[config.mk]
export PLATFORM = sky130hd
export DESIGN_NAME = mc_control_fsm
export DESIGN_NICKNAME = d
export VERILOG_FILES = /design/src/rtl/mc_control_fsm.sv
export SDC_FILE = /design/constraint.sdc
export NUM_CORES = 1
export LEC_CHECK = 0
export CAP_MARGIN = 15
export CORE_AREA = 2 2 39 41
export CTS_CLUSTER_SIZE = 24
export DETAILED_ROUTE_END_ITERATION = 10
export DIE_AREA = 0 0 41 43
export GPL_TIMING_DRIVEN = 0
export PLACE_DENSITY = 0.88
export SETUP_SLACK_MARGIN = 0.5
export SLEW_MARGIN = 20
export SYNTH_ARGS = -nofsm -noshare
export SYNTH_HDL_FRONTEND = slang
export SYNTH_SLANG_ARGS = --single-unit
[constraint.sdc]
create_clock -name clk -period 2.5 [get_ports clk]
set_input_delay 0.5 -clock clk [delete_from_list [all_inputs] [get_ports clk]]
set_output_delay 0.5 -clock clk [all_outputs]
set_load 0.005 [all_outputs]
[src/rtl/mc_control_fsm.sv]
// mc_control_fsm: Moore sequencer for the multicycle MIPS datapath.
// Decodes the IR opcode into per-cycle load enables, mux selects and ALU op class.
// Optional build macro MEM_WAIT_EN: FETCH, MEMRD and MEMWR hold until mem_ready.
// Ports:
//   clk, rst (async, active-low); opcode[5:0] from IR; zero from ALU;
//   mem_ready (only used with MEM_WAIT_EN);
//   pc_en, ir_en, mem_write, reg_write: enables/strobes (forced low in reset);
//   iord, mem_to_reg, reg_dst, alu_src_a, alu_src_b[1:0], alu_op[1:0], pc_src[1:0]: selects;
//   illegal_op: DECODE pulse on unknown opcode; state[3:0]: current state.
module mc_control_fsm (
  input  logic       clk,
  input  logic       rst,
  input  logic [5:0] opcode,
  input  logic       zero,
  input  logic       mem_ready,
  output logic       pc_en,
  output logic       ir_en,
  output logic       mem_write,
  output logic       reg_write,
  output logic       iord,
  output logic       mem_to_reg,
  output logic       reg_dst,
  output logic       alu_src_a,
  output logic [1:0] alu_src_b,
  output logic [1:0] alu_op,
  output logic [1:0] pc_src,
  output logic       illegal_op,
  output logic [3:0] state
);

  typedef enum logic [3:0] {
    S_FETCH  = 4'd0,
    S_DECODE = 4'd1,
    S_MEMADR = 4'd2,
    S_MEMRD  = 4'd3,
    S_MEMWB  = 4'd4,
    S_MEMWR  = 4'd5,
    S_EXEC   = 4'd6,
    S_ALUWB  = 4'd7,
    S_BRANCH = 4'd8,
    S_ADDIEX = 4'd9,
    S_ADDIWB = 4'd10,
    S_JUMP   = 4'd11
  } state_t;

  localparam logic [5:0] OP_LW   = 6'b100011;
  localparam logic [5:0] OP_SW   = 6'b101011;
  localparam logic [5:0] OP_RT   = 6'b000000;
  localparam logic [5:0] OP_BEQ  = 6'b000100;
  localparam logic [5:0] OP_ADDI = 6'b001000;
  localparam logic [5:0] OP_J    = 6'b000010;

  state_t r_state;
  logic   w_rdy;

`ifdef MEM_WAIT_EN
  assign w_rdy = mem_ready;
`else
  logic w_unused;
  assign w_rdy    = 1'b1;
  assign w_unused = mem_ready;
`endif

  always_ff @(posedge clk or negedge rst) begin
    if (!rst) begin
      r_state <= S_FETCH;
    end else begin
      case (r_state)
        S_FETCH:  if (w_rdy) r_state <= S_DECODE;
        S_DECODE: begin
          case (opcode)
            OP_LW, OP_SW: r_state <= S_MEMADR;
            OP_RT:        r_state <= S_EXEC;
            OP_BEQ:       r_state <= S_BRANCH;
            OP_ADDI:      r_state <= S_ADDIEX;
            OP_J:         r_state <= S_JUMP;
            default:      r_state <= S_FETCH;
          endcase
        end
        S_MEMADR: r_state <= (opcode == OP_SW) ? S_MEMWR : S_MEMRD;
        S_MEMRD:  if (w_rdy) r_state <= S_MEMWB;
        S_MEMWB:  r_state <= S_FETCH;
        S_MEMWR:  if (w_rdy) r_state <= S_FETCH;
        S_EXEC:   r_state <= S_ALUWB;
        S_ALUWB:  r_state <= S_FETCH;
        S_BRANCH: r_state <= S_FETCH;
        S_ADDIEX: r_state <= S_ADDIWB;
        S_ADDIWB: r_state <= S_FETCH;
        S_JUMP:   r_state <= S_FETCH;
        default:  r_state <= S_FETCH;
      endcase
    end
  end

  logic w_pc_write;
  logic w_branch;
  logic w_ir_en;
  logic w_mem_write;
  logic w_reg_write;
  logic w_illegal;
  logic w_legal;

  always_comb begin
    w_legal = 1'b0;
    case (opcode)
      OP_LW, OP_SW, OP_RT, OP_BEQ, OP_ADDI, OP_J: w_legal = 1'b1;
      default:                                    w_legal = 1'b0;
    endcase
  end

  always_comb begin
    w_pc_write  = 1'b0;
    w_branch    = 1'b0;
    w_ir_en     = 1'b0;
    w_mem_write = 1'b0;
    w_reg_write = 1'b0;
    w_illegal   = 1'b0;
    iord        = 1'b0;
    mem_to_reg  = 1'b0;
    reg_dst     = 1'b0;
    alu_src_a   = 1'b0;
    alu_src_b   = 2'b00;
    alu_op      = 2'b00;
    pc_src      = 2'b00;
    case (r_state)
      S_FETCH: begin
        // IR and PC load only once memory has the instruction
        w_ir_en    = w_rdy;
        w_pc_write = w_rdy;
        alu_src_b  = 2'b01;
      end
      S_DECODE: begin
        alu_src_b = 2'b11;
        w_illegal = ~w_legal;
      end
      S_MEMADR: begin
        alu_src_a = 1'b1;
        alu_src_b = 2'b10;
      end
      S_MEMRD: iord = 1'b1;
      S_MEMWB: begin
        w_reg_write = 1'b1;
        mem_to_reg  = 1'b1;
      end
      S_MEMWR: begin
        iord        = 1'b1;
        w_mem_write = 1'b1;
      end
      S_EXEC: begin
        alu_src_a = 1'b1;
        alu_op    = 2'b10;
      end
      S_ALUWB: begin
        w_reg_write = 1'b1;
        reg_dst     = 1'b1;
      end
      S_BRANCH: begin
        alu_src_a = 1'b1;
        alu_op    = 2'b01;
        w_branch  = 1'b1;
        pc_src    = 2'b01;
      end
      S_ADDIEX: begin
        alu_src_a = 1'b1;
        alu_src_b = 2'b10;
      end
      S_ADDIWB: w_reg_write = 1'b1;
      S_JUMP: begin
        w_pc_write = 1'b1;
        pc_src     = 2'b10;
      end
      default: ;
    endcase
  end

  // rst gates the strobes directly so nothing writes while reset is held
  assign pc_en      = rst & (w_pc_write | (w_branch & zero));
  assign ir_en      = rst & w_ir_en;
  assign mem_write  = rst & w_mem_write;
  assign reg_write  = rst & w_reg_write;
  assign illegal_op = rst & w_illegal;
  assign state      = r_state;

endmodule

==> summary.txt <==
Logic synthesis
  • Syn nets: 76
  • Post-Synthesis Cells: 66
  • Mapped Avg Cell Area: 7.374 µm²
  • Async set-or-reset flop fraction in the synthesized netlist: 100.0%
  • Main synth FF type: dfrtp_1
  • Number of synthesized register bits: 4
  • Synthesis warning total: 0
  • Distinct cells, synth: 30
  • Post-synth EDFFs: 0
  • Netlist Area Pre-Place: 486.7 µm²
  • Seq/Total Area, Yosys: 20.57%

Worst setup path
  • Critical Path AT: 1.49 ns
  • Crit path kind: reg -> out
  • Startpoint Class: register
  • R2r startpoint: state[1]$_DFF_PN0_
  • R2R cell count: 4
  • Crit path required time: 2.00 ns
  • Reg-to-reg slack, setup: 1.26 ns
  • Worst Setup End Kind: primary output
  • Critical Path Fanout Max: 3
  • R2r endpoint: state[3]$_DFF_PN0_

Cells and area
  • Design Area, Final: 962.2 µm²
  • Fillers: 107
  • Sequential cell area: 101.3 µm²
  • Final Util: 69.53%
  • Ant. Diodes: 0
  • Share of cells above drive strength 1: 48.60%
  • Nets: 119
  • Largest register FFs: 4
  • Multi-input logic area: 425.4 µm²
  • Final non-filler cell total: 123
  • Area grow syn2layout: 97.69%

Clock tree
  • Worst-Skew Late Latency: 0.24 ns
  • Reg clk slew, reported paths: 0.04 ns
  • CTS max path bufs: 2
  • H-Tree Level Count: 1
  • Cts bufs inserted: 3
  • Root Driver: clkbuf_4
  • Clock sinks: 4
  • CTS tree: done

Timing
  • Worst Tran Pin Value: 0.3463 ns
  • WHS: 0.1939 ns
  • Tmin final: 1.990 ns
  • Final Hold Fails: 0
  • Max-slew headroom: 76.78%
  • Layout Skew: 0.007658 ns
  • Maximum clock rate: 502.5 MHz
  • Tcrit/Tclk final: 79.60%
  • Setup violations, final: 0
  • RSZ-0062 raised after global routing: true
  • Max Slew Vio Count: 0
  • Setup WS post-layout: 0.5099 ns

GRT
  • First-pass GRT wire length: 2608 µm
  • Largest net degree at the start of global routing: 11
  • Initial antenna violation count: 0
  • GRT Total Usage: 21.25%
  • Vias in the first global route: 623
  • Grt ovf: 0

Floorplan
  • Core area: 1384 µm²
  • Die height: 43 µm
  • Die X: 41 µm
  • Std-Cell Rows: 14
  • I/O pin count: 29
  • Die area: 1763 µm²
  • Starting Density: 35.17%

Place
  • Detail Placement HPWL: 1067 µm
  • Placed inst area: 767.0 µm²
  • Placed Instances: 108
  • Port bufs: 26
  • GP Congestion: 0.8609
  • Place WS: -0.1044 ns

Power
  • Power Density: 782.3 nW/µm²
  • Combinational power share: 75.4%
  • Clk pwr share: 10.9%
  • Internal power: 426.7 µW
  • Psw: 326.0 µW
  • Pleak: 0.0004541 µW
  • Sequential power share: 13.8%
  • Net Sw Frac: 43.31%
  • VDD IR max: 437.9 µV

Routing
  • Wirelength, routed: 1944 µm
  • 1st-iter DRT viols: 28
  • DRT Pass-1 Iters: 5
  • Vias: 718
  • Antenna-violating nets left: 0
  • Drt wl/cell: 15.80 µm
  • Vias per Instance: 5.837
  • Residual DRC: 0

Flow run
  • Max_cap viols: 0

Status
  • Run status: complete, no violations

Min path
  • Min-Delay Path Class: in -> async
area by class of cell:
type	count	share of cell area, %
timing repair buffer	38	33.42
multi-input combinational	52	44.21
buffer	6	5.592
clock buffer	3	2.341
sequential	4	10.53
inverter	4	1.821
tap	16	2.081
cells in the final DEF, fill, tap and decap left out, drive strengths merged:
| master | Yosys | layout |
|---|---|---|
| dfrtp | 4 | 4 |
| nand2b | 1 | 1 |
| nand3 | 4 | 4 |
| o2111ai | 1 | 1 |
| nor4 | 1 | 1 |
| or3b | 1 | 1 |
| a21oi | 5 | 5 |
| clkbuf | 0 | 5 |
| clkdlybuf4s50 | 0 | 5 |
| o21a | 1 | 1 |
| nor3 | 7 | 7 |
| o221ai | 1 | 1 |
| clkdlybuf4s15 | 0 | 2 |
| inv | 4 | 4 |
| dlygate4sd2 | 0 | 12 |
| nor2 | 7 | 7 |
| nor4b | 1 | 1 |
| a221oi | 1 | 1 |
| nor2b | 1 | 1 |
| and3b | 1 | 1 |
| a211oi | 1 | 1 |
| xor2 | 2 | 2 |
| and3 | 2 | 2 |
| xnor2 | 1 | 1 |
| a22oi | 1 | 1 |
| and4 | 1 | 1 |
| nand2 | 5 | 5 |
| a311oi | 1 | 1 |
| buf | 6 | 21 |
| o21ai | 3 | 3 |
| nand3b | 1 | 1 |
| dlymetal6s2s | 0 | 2 |
| o211ai | 1 | 1 |
kinds of logic after synthesis:
group | share of synthesized area [%]
AOI/OAI and AO/OA | 22.88
xor gates and xnor gates | 5.399
buffers and inverters | 9.767
DFF | 20.57
and+or+nand+nor | 41.39
how the worst max path moves through the flow:
stage | from | end | cells after the start
floorplan | opcode[3] | illegal_op | 4
global placement | opcode[2] | illegal_op | 5
global route | state[1]$_DFF_PN0_ | pc_en | 6
finish | state[1]$_DFF_PN0_ | reg_write | 5
CTS | state[0]$_DFF_PN0_ | pc_en | 5
detailed placement | opcode[0] | illegal_op | 5
timing repair:
| item | in CTS | in global routing |
|---|---|---|
| hold buffers | 0 | 0 |
| setup endpoints to repair | 15 | 4 |
| setup buffers | 11 | 1 |
| gates resized for setup | 54 | 18 |
| pin swaps | 7 | 5 |
metal layers:
metal,track usage [%],vias up,share of wire (%)
met5,0,-,0
met4,6.000,0,3.9
met3,3.141,13,8.1
met2,39.06,48,53
met1,23.05,337,35
li1,-,320,-
cell usage after synthesis (2+ instances only):
cell type | instances | area share [%]
buf_2 | 5 | 5.1
a21oi_1 | 5 | 5.1
inv_1 | 4 | 3.1
nor3_1 | 7 | 7.2
nor2_1 | 7 | 5.4
xor2_1 | 2 | 3.6
o21ai_0 | 3 | 3.1
nand2_1 | 5 | 3.9
nand3_1 | 4 | 4.1
dfrtp_1 | 4 | 21
critical path: stages, from the launching register on:
cell	delay (ns)
dfrtp_1	0.40
buf_6	0.13
or3b_4	0.36
a21oi_2	0.14
o21a_1	0.12
buf_2	0.10
per-stage QoR:
stage	total power [µW]	TNS (ns)
floorplan	314.1	0
global placement	512.2	-0.09461
finish	752.7	0
detailed placement	519.9	-0.1044
global route	789.3	0
CTS	701.3	0
power by group through the flow:
stage | logic [µW] | registers, µW | clock network, µW
final | 567 | 104 | 81.7
after global routing | 597 | 105 | 87.7
after CTS | 520 | 101 | 80.8
after detailed placement | 413 | 107 | 0
after global placement | 406 | 107 | 0
after floorplan | 211 | 103 | 0
(Power assumes the default switching activity.)
